`src/rtl/msaga_tsi_adapter.sv`:
```
// msaga_tsi_adapter
//   Bridges a 32-bit TSI word stream to a simple single-outstanding memory
//   request/response port. Host packets are CMD, ADDR_LO, ADDR_HI, LEN_LO,
//   LEN_HI followed (for writes) by LEN+1 data words; reads return LEN+1
//   words on tsi_out. Addresses advance by 4 bytes per word, modulo 2^64.
//
//   Build option: define MSAGA_TSI_BADCMD_EN to add the sticky bad_cmd flag.
//   With it, a CMD word above 1 flags bad_cmd and the four header words that
//   follow are swallowed without issuing any memory traffic. Without it only
//   bit 0 of CMD is decoded (odd = write) and the bad_cmd port is absent.
//
//   Every output comes straight from a flop: handshake strobes are computed
//   from the next state so they line up with the state register.

module msaga_tsi_adapter (
    input  logic        clock,
    input  logic        reset,
    input  logic        tsi_in_valid,
    output logic        tsi_in_ready,
    input  logic [31:0] tsi_in_bits,
    output logic        tsi_out_valid,
    input  logic        tsi_out_ready,
    output logic [31:0] tsi_out_bits,
    output logic        mem_req_valid,
    input  logic        mem_req_ready,
    output logic        mem_req_write,
    output logic [63:0] mem_req_addr,
    output logic [31:0] mem_req_data,
    input  logic        mem_resp_valid,
    output logic        mem_resp_ready,
    input  logic [31:0] mem_resp_data
`ifdef MSAGA_TSI_BADCMD_EN
    ,
    output logic        bad_cmd
`endif
);

    // FSM encoding
    localparam logic [3:0] S_CMD     = 4'd0;
    localparam logic [3:0] S_ADDR_LO = 4'd1;
    localparam logic [3:0] S_ADDR_HI = 4'd2;
    localparam logic [3:0] S_LEN_LO  = 4'd3;
    localparam logic [3:0] S_LEN_HI  = 4'd4;
    localparam logic [3:0] S_WR_DATA = 4'd5;
    localparam logic [3:0] S_WR_REQ  = 4'd6;
    localparam logic [3:0] S_RD_REQ  = 4'd7;
    localparam logic [3:0] S_RD_RESP = 4'd8;
    localparam logic [3:0] S_RD_SEND = 4'd9;

    // Packet / datapath state
    logic [3:0]  state_q, state_d;
    logic        is_wr_q, is_wr_d;
    logic [63:0] addr_q,  addr_d;
    logic [63:0] rem_q,   rem_d;
    logic [31:0] wdata_q, wdata_d;
    logic [31:0] rdata_q, rdata_d;

    // Registered handshake strobes
    logic        in_rdy_q,   in_rdy_d;
    logic        out_vld_q,  out_vld_d;
    logic        req_vld_q,  req_vld_d;
    logic        req_wr_q,   req_wr_d;
    logic        resp_rdy_q, resp_rdy_d;

`ifdef MSAGA_TSI_BADCMD_EN
    // is_bad marks the packet being swallowed; bad_q is the sticky flag
    logic        is_bad_q, is_bad_d;
    logic        bad_q,    bad_d;
`endif

    logic in_fire, out_fire, req_fire, resp_fire;

    assign in_fire   = tsi_in_valid   & in_rdy_q;
    assign out_fire  = out_vld_q      & tsi_out_ready;
    assign req_fire  = req_vld_q      & mem_req_ready;
    assign resp_fire = mem_resp_valid & resp_rdy_q;

    assign tsi_in_ready   = in_rdy_q;
    assign tsi_out_valid  = out_vld_q;
    assign tsi_out_bits   = rdata_q;
    assign mem_req_valid  = req_vld_q;
    assign mem_req_write  = req_wr_q;
    assign mem_req_addr   = addr_q;
    assign mem_req_data   = wdata_q;
    assign mem_resp_ready = resp_rdy_q;
`ifdef MSAGA_TSI_BADCMD_EN
    assign bad_cmd        = bad_q;
`endif

    // Next-state: packet parsing, transfer sequencing and strobe decode
    always_comb begin
        state_d  = state_q;
        is_wr_d  = is_wr_q;
        addr_d   = addr_q;
        rem_d    = rem_q;
        wdata_d  = wdata_q;
        rdata_d  = rdata_q;
`ifdef MSAGA_TSI_BADCMD_EN
        is_bad_d = is_bad_q;
        bad_d    = bad_q;
`endif

        case (state_q)
            S_CMD: begin
                if (in_fire) begin
                    is_wr_d = tsi_in_bits[0];
`ifdef MSAGA_TSI_BADCMD_EN
                    is_bad_d = (tsi_in_bits > 32'd1);
                    if (tsi_in_bits > 32'd1) begin
                        bad_d = 1'b1;
                    end
`endif
                    state_d = S_ADDR_LO;
                end
            end
            S_ADDR_LO: begin
                if (in_fire) begin
                    addr_d[31:0] = tsi_in_bits;
                    state_d      = S_ADDR_HI;
                end
            end
            S_ADDR_HI: begin
                if (in_fire) begin
                    addr_d[63:32] = tsi_in_bits;
                    state_d       = S_LEN_LO;
                end
            end
            S_LEN_LO: begin
                if (in_fire) begin
                    rem_d[31:0] = tsi_in_bits;
                    state_d     = S_LEN_HI;
                end
            end
            S_LEN_HI: begin
                if (in_fire) begin
                    rem_d[63:32] = tsi_in_bits;
`ifdef MSAGA_TSI_BADCMD_EN
                    if (is_bad_q) begin
                        // header of an illegal packet fully swallowed
                        state_d = S_CMD;
                    end else
`endif
                    if (is_wr_q) begin
                        state_d = S_WR_DATA;
                    end else begin
                        state_d = S_RD_REQ;
                    end
                end
            end
            S_WR_DATA: begin
                if (in_fire) begin
                    wdata_d = tsi_in_bits;
                    state_d = S_WR_REQ;
                end
            end
            S_WR_REQ: begin
                if (req_fire) begin
                    if (rem_q == 64'd0) begin
                        state_d = S_CMD;
                    end else begin
                        addr_d  = addr_q + 64'd4;
                        rem_d   = rem_q - 64'd1;
                        state_d = S_WR_DATA;
                    end
                end
            end
            S_RD_REQ: begin
                if (req_fire) begin
                    state_d = S_RD_RESP;
                end
            end
            S_RD_RESP: begin
                if (resp_fire) begin
                    rdata_d = mem_resp_data;
                    state_d = S_RD_SEND;
                end
            end
            S_RD_SEND: begin
                if (out_fire) begin
                    if (rem_q == 64'd0) begin
                        state_d = S_CMD;
                    end else begin
                        addr_d  = addr_q + 64'd4;
                        rem_d   = rem_q - 64'd1;
                        state_d = S_RD_REQ;
                    end
                end
            end
            default: begin
                state_d = S_CMD;
            end
        endcase

        // strobes follow the state being entered so they are flop outputs
        in_rdy_d   = (state_d == S_CMD)     || (state_d == S_ADDR_LO) ||
                     (state_d == S_ADDR_HI) || (state_d == S_LEN_LO)  ||
                     (state_d == S_LEN_HI)  || (state_d == S_WR_DATA);
        req_vld_d  = (state_d == S_WR_REQ) || (state_d == S_RD_REQ);
        req_wr_d   = (state_d == S_WR_REQ);
        resp_rdy_d = (state_d == S_RD_RESP);
        out_vld_d  = (state_d == S_RD_SEND);
    end

    // State and strobe registers; reset drops every handshake strobe
    always_ff @(posedge clock or posedge reset) begin
        if (reset) begin
            state_q    <= S_CMD;
            is_wr_q    <= 1'b0;
            addr_q     <= 64'd0;
            rem_q      <= 64'd0;
            wdata_q    <= 32'd0;
            rdata_q    <= 32'd0;
            in_rdy_q   <= 1'b0;
            out_vld_q  <= 1'b0;
            req_vld_q  <= 1'b0;
            req_wr_q   <= 1'b0;
            resp_rdy_q <= 1'b0;
`ifdef MSAGA_TSI_BADCMD_EN
            is_bad_q   <= 1'b0;
            bad_q      <= 1'b0;
`endif
        end else begin
            state_q    <= state_d;
            is_wr_q    <= is_wr_d;
            addr_q     <= addr_d;
            rem_q      <= rem_d;
            wdata_q    <= wdata_d;
            rdata_q    <= rdata_d;
            in_rdy_q   <= in_rdy_d;
            out_vld_q  <= out_vld_d;
            req_vld_q  <= req_vld_d;
            req_wr_q   <= req_wr_d;
            resp_rdy_q <= resp_rdy_d;
`ifdef MSAGA_TSI_BADCMD_EN
            is_bad_q   <= is_bad_d;
            bad_q      <= bad_d;
`endif
        end
    end

endmodule

```
`config.mk`:
```
export PLATFORM = sky130hd
export DESIGN_NAME = msaga_tsi_adapter
export DESIGN_NICKNAME = d
export VERILOG_FILES = /design/src/rtl/msaga_tsi_adapter.sv
export SDC_FILE = /design/constraint.sdc
export NUM_CORES = 1
export LEC_CHECK = 0
export CAP_MARGIN = 40
export CORE_ASPECT_RATIO = 0.7
export CORE_MARGIN = 2
export CORE_UTILIZATION = 24
export DETAILED_ROUTE_END_ITERATION = 8
export PLACE_DENSITY = 0.54
export SETUP_SLACK_MARGIN = 0.5
export SLEW_MARGIN = 10
export SYNTH_ARGS = -nofsm -noshare
export SYNTH_HDL_FRONTEND = slang
export SYNTH_SLANG_ARGS = --single-unit
```
`constraint.sdc`:
```
create_clock -name clock -period 6.6 [get_ports clock]
set_input_delay 0.66 -clock clock [delete_from_list [all_inputs] [get_ports clock]]
set_output_delay 0.66 -clock clock [all_outputs]
set_load 0.02 [all_outputs]
```
==> results.yml, run 1 <==
detailed_routing:
  num_vias: 11049
  viasPerCell: 5.49
  drt-pass1-iter-count: 6
  final_antenna_net_count: 0
  wl_per_cell_um: 21.3
  drt-initial-drc-count: 1393
  routed_wl_mm: 42.9
  route.detailed.drc: 0
logic_synthesis:
  syn_nets: 1280
  yosys.area.top_type_share_pct: 45.0
  synth.area.top_cells: "dfrtp_1 45%, mux2_2 6.5%, a21oi_1 5.4%"
  netlist_instances: 1208
  synth_cell_type_count: 67
  ys_warn_count: 0
  avgSynthCellArea_um2: 9.29
  synth_flop_cell: "dfrtp_1"
  synth_seq_cells: 202
  synth_edf_count: 0
  async_flop_share_pct: 100
  syn-cell-area_um2: 11200
  ys_seq_area_share_pct: 45.0
  yosysTopAreaCell: "dfrtp_1"
global_routing:
  grt_pass1_wl_mm: 65.4
  grt_util_met1_pct: 24.8
  grt_max_degree: 149
  grt_pass1_vias: 10422
  grt-ovfl-total: 0
  grt_util_all_layers_pct: 17.3
  antenna_found_initial: 0
  grt.met2_usage_pct: 25.7
  top_usage_layer: "met2"
  use_met3_pct: 4.47
finish:
  multi_input_area_um2: 5800
  final_area_um2: 14700
  ff_latch_area_um2: 5050
  nFillCells: 4792
  drive_above_1_share_pct: 11.1
  fin_nets: 1454
  syn2layout_area_growth_pct: 31.3
clock_network:
  clkSinkCount: 202
  cts_made_buffers: 24
  cts_resized: 0
  cts_tree: "yes"
  cts_setup_buffers: 0
  ctsHtreeMaxLevel: 1
  path_clk_slew_ns: 0.06
  clk_path_buf_depth: 3
  cts_hold_buf: 0
  clock_latency_ns: 0.55
  clock-root-buffer: "clkbuf_16"
min_path:
  hold_path.startpoint: "mem_req_addr[1]"
  holdCritPathClass: "reg -> reg"
floorplan:
  die_area_um2: 48500
  ios: 203
  die_w_um: 262
  die_y_um: 185
  initial_utilization_pct: 24.2
  row_count: 66
  core_um2: 46300
run:
  drv_cap: 0
critical_path:
  worstPathRequired_ns: 7.04
  max_stage_delay_ns: 0.72
  path_max_fanout: 18
  crit_buf_inv: 0
  cp.arrival_ns: 4.40
  cp-start-kind: "register"
  path_cells: "or4_1 > or4_1 > nor3_1 > a21o_1 > nand2_1 > a221o_1"
  crit_start: "rem_q[15]"
  worstReg2RegStart: "rem_q[15]"
  crit_type: "reg -> reg"
  cp_top_family: "simple AND/OR/NAND/NOR gates"
  endpoint_kind: "register"
  path_common_cell: "or4_1"
  worst_path_max_delay_cell: "or4_1"
power:
  internal_power_mw: 4.15
  p_per_area_nw_per_um2: 510
  switching_share_pct: 44.8
  power_switching_mw: 3.37
  vdd_drop_max_mv: 0.213
  pwr-share-clk_pct: 17.9
  leakagePower_nw: 5.57
  pwr-share-seq_pct: 32.1
  p_comb_share_pct: 50.0
sta:
  min_period_over_period_pct: 60.1
  setup_viol: 0
  tns_ns: 0
  worst_pin_slew_ns: 0.993
  setup_ws_ns: 2.63
  max_freq_ghz: 0.252
  hold_viol: 0
  relSlewSlack_pct: 33.8
  slew_violations: 0
  min_period_ns: 3.97
  hold-worst-slack_ns: 0.485
  rsz0062_at_grt: "false"
  skew_ns: 0.0153
placement:
  portBuffers: 202
  gp_congestion: 0.887
  pre_cts_slack_ns: 2.72
  post_dp_cell_area_um2: 13900
  dp_hpwl_mm: 30.2
run_status:
  outcome: "complete, no violations"
[cells by family after synthesis]
family	after synthesis	share of synthesized area (%)
flip-flops	202	45.0
multiplexers	68	6.79
AND/OR/NAND/NOR	413	18.5
XOR/XNOR	1	0.0780
adder cells (fa/ha/maj)	2	0.223
buffers and inverters	101	3.58
AO/OA/AOI/OAI	421	25.8
[power by group through the flow]
stage	registers (mW)	clock network (mW)	logic [mW]
after floorplan	2.61	0	2.03
after CTS	2.40	1.38	3.76
after detailed placement	2.42	0	3.74
final	2.42	1.34	3.76
after global placement	2.41	0	3.66
after global routing	2.51	1.44	4.09
[stage by stage]
| stage | power (mW) | cells | utilization (%) |
|---|---|---|---|
| 6_report | 7.52 | 2013 | 31.8 |
| 4_1_cts | 7.54 | 2011 | 31.8 |
| 3_3_place_gp | 6.07 | 1961 | 30.0 |
| 2_1_floorplan | 4.65 | 1208 | - |
| 5_1_grt | 8.03 | 2012 | 31.8 |
| 3_5_place_dp | 6.16 | 1967 | 30.1 |
[path summary, 6_finish.rpt]
path	to	slack, ns	cells after the start
setup / recovery	rem_q[59]	2.63	6
hold / removal	mem_req_addr[1]	0.49	2
setup reg to reg	rem_q[59]	2.63	6
hold reg to reg	mem_req_addr[1]	0.49	2
max in group asynchronous	rem_q[53]	4.55	4
min in group asynchronous	tsi_out_bits[31]	0.69	3
[worst reg2reg max path, cell delays in order, from the launching register on]
cell	delay, ns
dfrtp_1	0.39
or4_1	0.63
or4_1	0.72
nor3_1	0.71
a21o_1	0.65
nand2_1	0.38
a221o_1	0.38
[synthesized netlist by cell type, drive strengths merged, types with 5 or more instances]
cell / n
dfrtp: 202
o21a: 11
and3: 16
nand2: 73
mux2: 65
and2: 13
o21ai: 56
nand2b: 5
inv: 22
clkbuf: 61
nand3: 30
a31oi: 50
o41ai: 10
buf: 18
a221o: 5
o31ai: 6
or2: 11
a21oi: 121
or4: 13
a22oi: 8
a41oi: 12
o2bb2ai: 5
nand4: 29
nor2: 122
o22ai: 14
or3: 13
a2bb2oi: 15
and4: 10
o22a: 58
o211ai: 7
nor3: 39
nor4: 26
[flip-flops by register name, summed over array words and instances (netlist names), 4 cells and up]
signal / flops
tsi_out_bits: 32
mem_req_addr: 64
state_q: 4
rem_q: 64
mem_req_data: 32
[layout by cell type (no fill, tap or decap), drive strengths merged, types with 9 or more instances in the layout]
cell	netlist	routed
clkdlybuf4s50	0	202
nand2	73	73
clkbuf	61	33
and3	16	16
o21ai	56	56
nand3	30	30
nand4	29	29
and4	10	10
a21oi	121	121
o41ai	10	10
mux2	65	65
nor4	26	26
nor2	122	122
or2	11	11
inv	22	21
a2bb2oi	15	15
o22a	58	58
or3	13	13
clkinv	0	9
a31oi	50	50
and2	13	13
nor3	39	39
o21a	11	11
dfrtp	202	202
o22ai	14	14
or4	13	13
a41oi	12	12
buf	18	25
[final cells by class]
type / count / share of cell area [%]
multi-input cells: 905 / 39.4
flip-flops and latches: 202 / 34.3
repair buffers: 227 / 15.2
well taps: 612 / 5.20
clock buffers: 33 / 4.65
clock inverters: 11 / 0.662
inverters: 22 / 0.586
diodes: 1 / 0.0170
[layer usage]
layer / part of all wire (%) / routed length (µm)
met5: 0 / 0
met4: 2.3 / 993
met3: 8.5 / 3650
met2: 43 / 18400
met1: 46 / 19900
Power figures use the tool's default switching activity.
==> run 2: changes to the inputs <==
==> constraint.sdc (replaced) <==
create_clock -name clock -period 3.9 [get_ports clock]
set_input_delay 0.39 -clock clock [delete_from_list [all_inputs] [get_ports clock]]
set_output_delay 0.39 -clock clock [all_outputs]
set_load 0.02 [all_outputs]
==> run 2 against run 1 <==
Compared with the run above:
- sequential share of layout area decreased by 0.74 points
- clock power increased by 92%
- global-route usage increased by 0.17 points
- flip-flop and latch count unchanged
- combinational power increased by 74%
- non-clock buffer count increased by 19
- critical endpoint is now rem_q[2]
- highest routed layer is now met5
==> results.yml, run 2 (synthesis gave the netlist of run 1 again) <==
run_status:
  outcome: "complete, no violations"
finish:
  diodes: 0
  syn2layout_area_growth_pct: 34.2
  fin_nets: 1474
  fin_cells: 2032
  most-common-layout-cells: "202 x clkdlybuf4s50_1, 202 x dfrtp_1, 121 x a21oi_1"
  drive_above_1_share_pct: 12.8
  final_area_um2: 15100
global_routing:
  antenna_found_initial: 2
  grt_util_all_layers_pct: 17.5
  use_met3_pct: 4.92
  grt_pass1_vias: 10542
  grt-ovfl-total: 0
  grt_pass1_wl_mm: 65.8
  top_usage_layer: "met2"
  grt.met2_usage_pct: 25.6
  grt_max_degree: 148
  grt_util_met1_pct: 25.0
power:
  leakagePower_nw: 5.75
  vdd_drop_max_mv: 0.379
  p_per_area_nw_per_um2: 875
placement:
  portBuffers: 202
  post_dp_cell_area_um2: 14200
  dp.cells: 1987
  gp_congestion: 0.907
  dp_hpwl_mm: 30.9
detailed_routing:
  viasPerCell: 5.44
  num_vias: 11058
  final_antenna_net_count: 0
  drt-initial-drc-count: 1297
  wl_per_cell_um: 21.5
  drt-pass1-iter-count: 5
  route.detailed.drc: 0
  routed_wl_mm: 43.6
floorplan:
  die_area_um2: 48500
  row_count: 66
  core_um2: 46300
  ios: 203
  initial_utilization_pct: 24.2
  die_y_um: 185
  die_w_um: 262
critical_path:
  worstPathRequired_ns: 4.35
  cp-start-kind: "register"
  worst_path_max_delay_cell: "or4_4"
  endpoint_kind: "register"
  crit_cells: 8
  path_max_fanout: 54
  reg2regPathDepth: 8
  cp.arrival_ns: 3.72
  crit_type: "reg -> reg"
  path_cells: "or4_1 > or4_4 > or2_4 > buf_4 > o41ai_4 > buf_12 > nor2_1 > o22a_1"
  max_stage_delay_ns: 0.65
  crit_buf_inv: 2
  cp_top_family: "simple AND/OR/NAND/NOR gates"
sta:
  setup_viol: 0
  rsz0062_at_grt: "false"
  max_freq_ghz: 0.305
  min_period_over_period_pct: 84.0
  worst_pin_slew_ns: 0.979
  slew_violations: 0
  min_period_ns: 3.28
  hold_viol: 0
  skew_ns: 0.0236
  relSlewSlack_pct: 34.5
  tns_ns: 0
clock_network:
  cts_setup_buffers: 0
  clk_path_buf_depth: 3
  cts_tree: "yes"
  clock_latency_ns: 0.56
  ctsHtreeMaxLevel: 1
  cts_hold_buf: 0
  clock-root-buffer: "clkbuf_16"
  cts_made_buffers: 25
  path_clk_slew_ns: 0.06
  clkSinkCount: 202
run:
  drv_cap: 0
min_path:
  holdCritPathClass: "in -> async"
[run 2: changes by cell type in the layout (fill, tap and decap cells not counted), moves of 3 or more]
cell and delta:
buf_4 +20, buf_2 -3, bufinv_16 +3, buf_12 +5
[run 2: routing by layer]
layer	vias to the layer above	routed length, µm
met2	451	18400
li1	5043	-
met5	-	133
met3	67	4070
met1	5493	19900
met4	4	1140
[run 2: final timing paths]
check                            startpoint               end  slack (ns)
setup / recovery                  rem_q[12]          rem_q[2]        0.62
hold / removal                        reset  mem_req_data[21]        0.13
setup reg to reg                  rem_q[12]          rem_q[2]        0.62
hold reg to reg             mem_req_addr[1]   mem_req_addr[1]        0.49
max in group asynchronous             reset  mem_req_data[16]        2.63
min in group clock         mem_resp_data[7]   tsi_out_bits[7]        0.44
[run 2: timing repair]
item | in CTS | in global routing
gates resized for setup | 2 | 3
pin swaps | 0 | 0
hold endpoints to repair | 0 | 0
endpoints found under the setup margin | 30 | 56
[run 2: power by group]
part | switching [mW] | total (mW) | internal, mW
Clock | 1.01 | 2.57 | 1.57
Combinational | 3.72 | 6.53 | 2.81
Sequential | 1.05 | 4.07 | 3.02
[run 2: stage by stage]
stage / hold WS (ns) / utilization (%) / power (mW) / setup WS, ns
after global placement: 0.471 / 30.5 / 10.4 / 0.423
after detailed placement: 0.487 / 30.5 / 10.5 / 0.385
after floorplan: 0.462 / - / 7.86 / 0.737
after CTS: 0.120 / 32.5 / 13.2 / 0.539
final: 0.127 / 32.5 / 13.2 / 0.624
after global routing: 0.150 / 32.5 / 14.0 / 0.507
[run 2: worst reg2reg max path, cell delays in order (launching register included)]
cell	delay [ns]
dfrtp_1	0.43
or4_1	0.60
or4_4	0.65
or2_4	0.34
buf_4	0.18
o41ai_4	0.39
buf_12	0.27
nor2_1	0.12
o22a_1	0.18
[run 2: area by class of cell]
type | instances | area [µm²]
tap | 612 | 766
timing repair buffer | 246 | 2440
clock buffer | 34 | 729
multi-input combinational | 905 | 5820
inverter | 22 | 86.3
clock inverter | 11 | 161
sequential | 202 | 5050
fill | 4695 | 31300
==> run 3: changes to the inputs <==
==> constraint.sdc (replaced) <==
create_clock -name clock -period 3.1 [get_ports clock]
set_input_delay 0.31 -clock clock [delete_from_list [all_inputs] [get_ports clock]]
set_output_delay 0.31 -clock clock [all_outputs]
set_load 0.02 [all_outputs]
==> run 3 against run 2 <==
Compared with the run above:
- wire length rose by 14%
- first-iteration DRC count grew 12%
- final cell count increased by 6.4%
- largest power group unchanged
- highest routed layer is now met4
==> results.yml, run 3 (synthesis gave the netlist of run 1 again) <==
floorplan:
  core_um2: 46300
  die_area_um2: 48500
  ios: 203
  die_w_um: 262
  die_y_um: 185
  initial_utilization_pct: 24.2
  row_count: 66
clock_network:
  cts_hold_buf: 0
  cts_tree: "yes"
  clock-root-buffer: "clkbuf_16"
  clock_latency_ns: 0.56
  cts_made_buffers: 24
  ctsHtreeMaxLevel: 1
  clkSinkCount: 202
  path_clk_slew_ns: 0.06
  clk_path_buf_depth: 3
sta:
  min_period_ns: 3.00
  hold-worst-slack_ns: 0.114
  tns_ns: 0
  slew_violations: 0
  max_freq_ghz: 0.334
  rsz0062_at_grt: "true"
  min_period_over_period_pct: 96.7
  relSlewSlack_pct: 35.6
  skew_ns: 0.0360
  hold_viol: 0
  worst_pin_slew_ns: 0.963
  setup_viol: 0
power:
  vdd_drop_max_mv: 0.445
  p_per_area_nw_per_um2: 1140
  leakagePower_nw: 6.83
global_routing:
  grt-ovfl-total: 0
  grt_pass1_vias: 11284
  grt_pass1_wl_mm: 71.8
  antenna_found_initial: 1
  grt_util_all_layers_pct: 19.2
  grt_max_degree: 75
finish:
  final_util_pct: 37.6
  drive_above_1_share_pct: 28.6
  most-common-layout-cells: "202 x clkdlybuf4s50_1, 199 x dfrtp_1, 102 x nor2_1"
  syn2layout_area_growth_pct: 55.3
  fin_nets: 1605
  nFillCells: 4573
  diodes: 0
  final_common_cell: "clkdlybuf4s50_1"
detailed_routing:
  num_vias: 12128
  drt-initial-drc-count: 1454
  viasPerCell: 5.61
  route.detailed.drc: 0
  wl_per_cell_um: 22.9
  drt-pass1-iter-count: 6
  final_antenna_net_count: 0
  routed_wl_mm: 49.5
placement:
  portBuffers: 202
  gp_congestion: 0.930
  dp_hpwl_mm: 32.7
critical_path:
  path_max_fanout: 7
  r2r_end: "mem_req_addr[28]"
  worstReg2RegStart: "rem_q[14]"
  worstPathRequired_ns: 3.54
  endpoint_kind: "register"
  cp.arrival_ns: 3.44
  r2r_slack_ns: 0.10
  reg2regPathDepth: 10
  crit_type: "reg -> reg"
  cp-start-kind: "register"
run_status:
  outcome: "complete, no violations"
run:
  drv_cap: 0
min_path:
  holdCritPathClass: "in -> async"
## run 3: cell type report
type | instances | area [µm²] | area share, %
Multi-Input combinational cell | 906 | 6580 | 37.7
Timing Repair Buffer | 377 | 4170 | 23.9
Clock inverter | 11 | 97.6 | 0.560
Sequential cell | 202 | 5060 | 29.0
Inverter | 22 | 86.3 | 0.495
Tap cell | 612 | 766 | 4.39
Clock buffer | 33 | 684 | 3.92
## run 3: routing by layer
layer | GRT usage [%] | vias to the layer above | wire, µm
li1 | - | 5315 | -
met1 | 27.5 | 6097 | 22100
met2 | 27.1 | 616 | 20700
met3 | 5.32 | 100 | 4810
met4 | 7.40 | 0 | 1900
met5 | 0 | - | 0
## run 3: timing repair
action	4_1_cts	5_1_grt
pin swaps	49	44
endpoints found under the hold margin	0	0
cloned	14	10
buffers inserted	26	22
endpoints found under the setup margin	133	133
resized for setup	126	90
## run 3: worst max-delay path by stage
stage          startpoint          endpoint  slack (ns)  cells past startpoint
3_3_place_gp    rem_q[14]  mem_req_addr[28]        0.01                      8
2_1_floorplan   rem_q[14]  mem_req_addr[46]        0.08                     10
6_report        rem_q[14]  mem_req_addr[28]        0.10                     10
5_1_grt         rem_q[14]  mem_req_addr[28]        0.06                     10
4_1_cts         rem_q[14]  mem_req_addr[15]        0.17                      9
3_5_place_dp    rem_q[14]  mem_req_addr[30]       0.002                      8
## run 3: power by group
part	internal [mW]	switching, mW	total (mW)
Sequential	3.80	1.37	5.17
Combinational	5.80	6.06	11.9
Clock	1.63	1.22	2.85
## run 3: critical path: stages, from the launching register on
cell and delay (ns):
dfrtp_1 0.39, or4_4 0.54, or4_4 0.54, buf_6 0.15, or2_4 0.24, buf_4 0.14
o41a_1 0.32, buf_4 0.15, buf_12 0.14, o21a_1 0.10, o22a_1 0.16
## run 3: stage by stage
step	setup slack, ns	cell area [µm²]	cells	total power, mW
finish	0.103	17400	2163	19.9
CTS	0.168	16600	2131	18.6
global route	0.0606	17400	2163	20.9
floorplan	0.0833	11400	1208	10.1
detailed placement	0.00157	14800	2047	13.9
global placement	0.00980	14800	2047	13.8
==> RTL edit 1: new RTL, config.mk and constraints of run 2 <==
Build with the macro `MSAGA_TSI_BADCMD_EN` defined.
--- a/src/rtl/msaga_tsi_adapter.sv
+++ b/src/rtl/msaga_tsi_adapter.sv
@@ -11,6 +11,8 @@
 //
 //   Every output comes straight from a flop: handshake strobes are computed
 //   from the next state so they line up with the state register.
+
+`define MSAGA_TSI_BADCMD_EN
 
 module msaga_tsi_adapter (
     input  logic        clock,
Check against the original RTL (old outputs only; new: bad_cmd): not equivalent (a bounded check fails within 10 cycles, from zero or initial values and one cycle with reset high).
==> RTL edit 1 against run 2 <==
Clock power decreased by 11%. Area after synthesis about the same. Final area decreased by 1.4%. Wire length decreased by 2.5%. Sequential cell count increased by 2. Worst setup slack improved by 0.31 ns. Sequential power about the same. Non-clock buffer count decreased by 8. Synthesized cell count increased by 1.4%. Power decreased by 14%. Core utilization decreased by 0.46 points. Critical endpoint is now mem_req_addr[25].
==> RTL edit 1: results (changes against run 2) <==
** Synthesis
- The number of flip-flops and latches in the synthesized netlist was 204 (+0.99%).
- Nets in the synthesized netlist :: 1297 (+1.3%)
- Area share of xor/xnor cells in the synthesized design :: 0% (-0.078 points)
- Gate count of the mapped netlist :: 1225 (+1.4%)
- Sequential cell area fraction in the yosys report :: 45.5% (+0.44 points)
- Most frequent cells after synthesis :: 204 x dfrtp_1, 151 x o21ai_0, 127 x a21oi_1, 91 x nor2_1, 74 x nand2_1
- Proportion of synthesized area in mux cells :: 6.62% (-0.17 points)
- Adder-Cell Fraction of Synth Area :: 0.223% (about the same)
- The compound-gate portion of the synthesized area came to 25.4% (-0.41 points).
- Share of the synthesized area in the top cell type :: 45.5% (+0.44 points)

** Layout
- The multi-input gate area in the final layout came to 0.00574 mm² (-1.4%).
- Count of multi-input combinational gates :: 917 (+1.3%)
- The filler cell count was 4745 (+1.1%).
- Total area of sequential cells :: 0.00510 mm² (+0.99%)
- Share of post-route cells with drive strength above 1 :: 12.4% (-0.40 points)
- The fraction of area in registers is 34.4% (+0.82 points).
- Clock buffer cells :: 35 (+2.9%)
- Clock network area share :: 5.32% (-0.60 points)
- # nets final :: 1480 (+0.41%)
- Data-path buffer share of cell area in the final layout :: 15.9% (-0.30 points)

** Worst setup path
- The depth of the worst register-to-register path came to 10 (+2).
- Arrival time worst endpoint :: 3.39 ns (-0.33 ns)
- The delay of the slowest cell on the worst path came to 0.41 ns (-0.24 ns).
- For this design, the slowest cell found on the critical path is dfrtp_1.
- Reg-to-reg setup timing slack :: 0.94 ns (+0.31 ns)
- The worst register-to-register path begins at rem_q[0].
- CP endpoint :: mem_req_addr[25]
- Critical Path Fanout Max :: 41 (-24%)

** Global route
- The global-route track usage on met1 was 24.1% (-0.96 points).
- Fraction of met2 tracks used by global routing :: 25.6% (+0.049 points)
- The pin count of the biggest net entering global routing came to 102 (-31%).
- Global-route wire length before repair :: 64500 µm (-2.0%)

** Placement
- The placed instance area came to 0.0140 mm² (-0.75%).
- The routability congestion estimate from global placement was 0.874 (-3.6%).
- Post-Place Cells :: 1993 (+0.30%)
- Port Buffer Count :: 203 (+0.50%)
- The estimated wirelength of the detail-placed design was 30200 µm (-2.2%).

** Power
- Proportion of power drawn by combinational gates :: 44.0% (-5.6 points)
- The largest vdd supply drop is 0.287 mV (-24%).
- The static leakage is 0.00567 µW (-1.4%).
- The relative contribution of the clock network to total power was 20.2% (+0.7 points).

** STA
- The worst hold margin came to 0.297 ns (+0.171 ns).
- The tightest slew margin relative to the limit is 49.5% (+15 points).
- Tmin final :: 2.96 ns (-0.313 ns)
- The worst clock skew came to 0.0242 ns (+0.000681 ns).

** Routing
- Aggregate routed wire length :: 42500 µm (-2.5%)
- DR iter-0 viols :: 1005 (-23%)
- Met3 routed WL :: 3410 µm (-16%)
- The via count was 11000 (-0.33%).
- Met2 WL post-DR :: 18400 µm (+0.10%)

** Outcome
- Run status :: complete, no violations
## RTL edit 1: cell count changes after synthesis, moves of 8 or more
cell	run 2	this run
a2bb2oi_1	15	5
nor4_1	26	34
a31oi_1	50	37
clkbuf_1	61	49
o31a_1	0	11
buf_2	15	24
o21ai_0	55	151
o22a_1	58	24
nor2_1	121	91
## RTL edit 1: kinds of logic after synthesis
| kind of cell | Yosys count |
|---|---|
| AOI/OAI and AO/OA | 465 |
| buffers and inverters | 104 |
| DFF | 204 |
| adders and majority gates | 2 |
| muxes | 66 |
| and+or+nand+nor | 384 |
## RTL edit 1: timing repair
item | CTS | global route
endpoints found under the setup margin | 0 | 29
resized for setup | 0 | 2
endpoints found under the hold margin | 0 | 0
## RTL edit 1: worst register-to-register path, delay by kind of cell, from the launching register on
family	cells	cell delay (ns)
compound gates	3	0.50
flops	1	0.41
simple gates	3	1.03
buf+inv	3	0.67
fa+ha+maj	1	0.26
==> RTL edit 2: new RTL, config.mk and constraints of run 2 <==
Without the edit above. `rdata_q` no longer has a reset.
--- a/src/rtl/msaga_tsi_adapter.sv
+++ b/src/rtl/msaga_tsi_adapter.sv
@@ -209,7 +209,6 @@
             addr_q     <= 64'd0;
             rem_q      <= 64'd0;
             wdata_q    <= 32'd0;
-            rdata_q    <= 32'd0;
             in_rdy_q   <= 1'b0;
             out_vld_q  <= 1'b0;
             req_vld_q  <= 1'b0;
@@ -225,7 +224,6 @@
             addr_q     <= addr_d;
             rem_q      <= rem_d;
             wdata_q    <= wdata_d;
-            rdata_q    <= rdata_d;
             in_rdy_q   <= in_rdy_d;
             out_vld_q  <= out_vld_d;
             req_vld_q  <= req_vld_d;
@@ -238,5 +236,9 @@
         end
     end
 
+    always_ff @(posedge clock) begin
+        rdata_q <= rdata_d;
+    end
+
 endmodule
 
Behaviour: no difference found for any inputs over 4 cycles, from zero or initial values and one cycle with reset high; that may be too few to reach the edited logic, so the function may still have changed.
==> RTL edit 2 against run 2 <==
Wire length grew 0.33%. Worst setup slack gained 0.00053 ns. Area after synthesis shrank 2.8%. Power shrank 14%. Combinational power shrank 22%. Sequential cell count is the same. Largest power group unchanged. First-iteration DRC count shrank 6.9%. Final area shrank 3.2%. Critical path type unchanged.
==> RTL edit 2: results (changes against run 2) <==
** Outcome
- The run finished with clean final reports.

** Die
- Total die area :: 0.0472 mm² (-2.7%)

** Power
- Cell area power density :: 781 mW/mm² (-11%)
- The static leakage is 0.00553 µW (-3.8%).
- Worst supply voltage drop on vdd :: 0.310 mV (-18%)

** Synthesis
- Biggest area contributors in the synthesized netlist :: dfrtp_1 39%, edfxtp_1 8.8%, o22a_1 7.3%, a21oi_1 6.1%, a31oi_1 4.6%
- Number of distinct library cell variants in the gate-level netlist after synthesis :: 63 (-6.0%)
- Sequential cell area fraction in the yosys report :: 47.8% (+2.7 points)
- Share of synthesized flip-flops with an asynchronous set or reset :: 84.2% (-16 points)
- The number of flip-flops and latches in the synthesized netlist is 202 (unchanged).
- The number of enable-type register cells in the synthesized netlist came to 32 (+32).
- The post-synthesis instance total came to 1138 (-5.8%).
- In the synthesized netlist, the cells that appear most often are 170 x dfrtp_1, 132 x a21oi_1, 107 x nor2_1, 91 x o22a_1, 80 x a31oi_1.
- Nets in the synthesized netlist :: 1210 (-5.5%)

** Clocking
- Total clock buffers created by CTS :: 24 (-4.0%)

** Placement
- The estimated wirelength of the detail-placed design was 31100 µm (+0.86%).
- The number of placed instances, taps included is 1913 (-3.7%).
- The routability congestion estimate from global placement is 0.894 (-1.4%).
- Place WS :: 0.570 ns (+0.185 ns)
- Area after detailed placement :: 0.0138 mm² (-2.4%)

** Global route
- The number of antenna violations at the first check in global routing was 0 (-2).
- The all-layer global routing usage was 18.1% (+0.60 points).
- Global-route wire length before repair :: 65800 µm (about the same)
- The pin count of the biggest net entering global routing is 116 (-22%).
- The via count of the first global-routing pass came to 10300 (-2.4%).

** Layout
- The filler cell count is 4641 (-1.2%).
- The post-layout net count came to 1408 (-4.5%).
- Clock network area share :: 5.07% (-0.84 points)
- Count of non-CTS inverters in the layout :: 14 (-36%)
- Data-path buffer share of cell area in the final layout :: 16.7% (+0.51 points)
- The clock buffer instance count of the final layout was 31 (-8.8%).
- The multi-input gate share of total cell area is 36.9% (-1.8 points).
- The fraction of area in registers is 35.8% (+2.2 points).
- The number of combinational gates with multiple inputs came to 841 (-7.1%).
- Share of post-route cells with drive strength above 1 :: 10.1% (-2.7 points)
- The non-clock buffer count in the final layout was 253 (+2.8%).

** Routing
- The first-pass detailed-route iteration total is 6 (+1).
- The violation count after the first detailed-routing iteration is 1208 (-6.9%).
- Per-cell routed wire length :: 22.4 µm (+4.2%)
- The average vias per placed instance came to 5.52 (+1.4%).
- The via count was 10800 (-2.4%).

** Worst setup path
- The largest individual stage delay along the critical path comes from the cell or4_1.
- The delay of the slowest cell on the worst path came to 0.59 ns (-0.06 ns).
- The highest fanout seen on the critical path was 7 (-87%).

** STA
- Max_slew headroom :: 36.6% (+2.0 points)
- Post-route clock skew :: 0.0233 ns (-0.000268 ns)
[RTL edit 2: cell count changes in the layout (fill, tap and decap cells not counted), moves of 8 or more]
cell / change
a21oi_1: +10
a2bb2oi_1: -8
a31oi_1: +30
and3_1: +11
buf_4: +10
dfrtp_1: -32
edfxtp_1: +32
inv_1: -8
mux2_2: -32
nand2_1: -30
nor2_1: -14
o21ai_0: -17
o22a_1: +33
o2bb2a_1: +14
[RTL edit 2: logic make-up after synthesis]
kind of cell	Yosys count	share of synthesized area [%]
and+or+nand+nor	361	17.4
adders and majority gates	2	0.229
muxes	35	3.59
buffers and inverters	95	3.52
AOI/OAI and AO/OA	443	27.5
DFF	202	47.8
[RTL edit 2: repair_timing]
item / CTS / global route
setup endpoints to repair: 0 / 52
hold buffers: 0 / 0
gates resized for setup: 0 / 5
[RTL edit 2: power breakdown]
group          total (µW)  switching [µW]  leakage [µW]  internal, µW
logic                5080            2800       0.00291          2280
clock network        2210             971      0.000367          1230
registers            4100            1090       0.00226          3000
[RTL edit 2: path summary, 6_finish.rpt]
path / end / cells after the start / from / slack (ns)
min in group clock: tsi_out_bits[27] / 1 / mem_resp_data[27] / 0.39
max in group asynchronous: mem_req_addr[3] / 3 / reset / 2.78
worst max register to register: rem_q[52] / 8 / rem_q[0] / 0.63
worst min-delay path: mem_req_data[13] / 2 / reset / 0.15
worst min register to register: mem_req_addr[0] / 2 / mem_req_addr[0] / 0.48
worst max-delay path: rem_q[52] / 8 / rem_q[0] / 0.63
[RTL edit 2: routing by layer]
layer	routed length [µm]	vias up	global-route usage, %	share of wire [%]
met5	0	-	0	0
li1	-	4854	-	-
met4	1150	0	4.42	2.6
met3	4490	69	6.39	10
met2	18700	461	26.9	43
met1	19400	5409	24.9	44
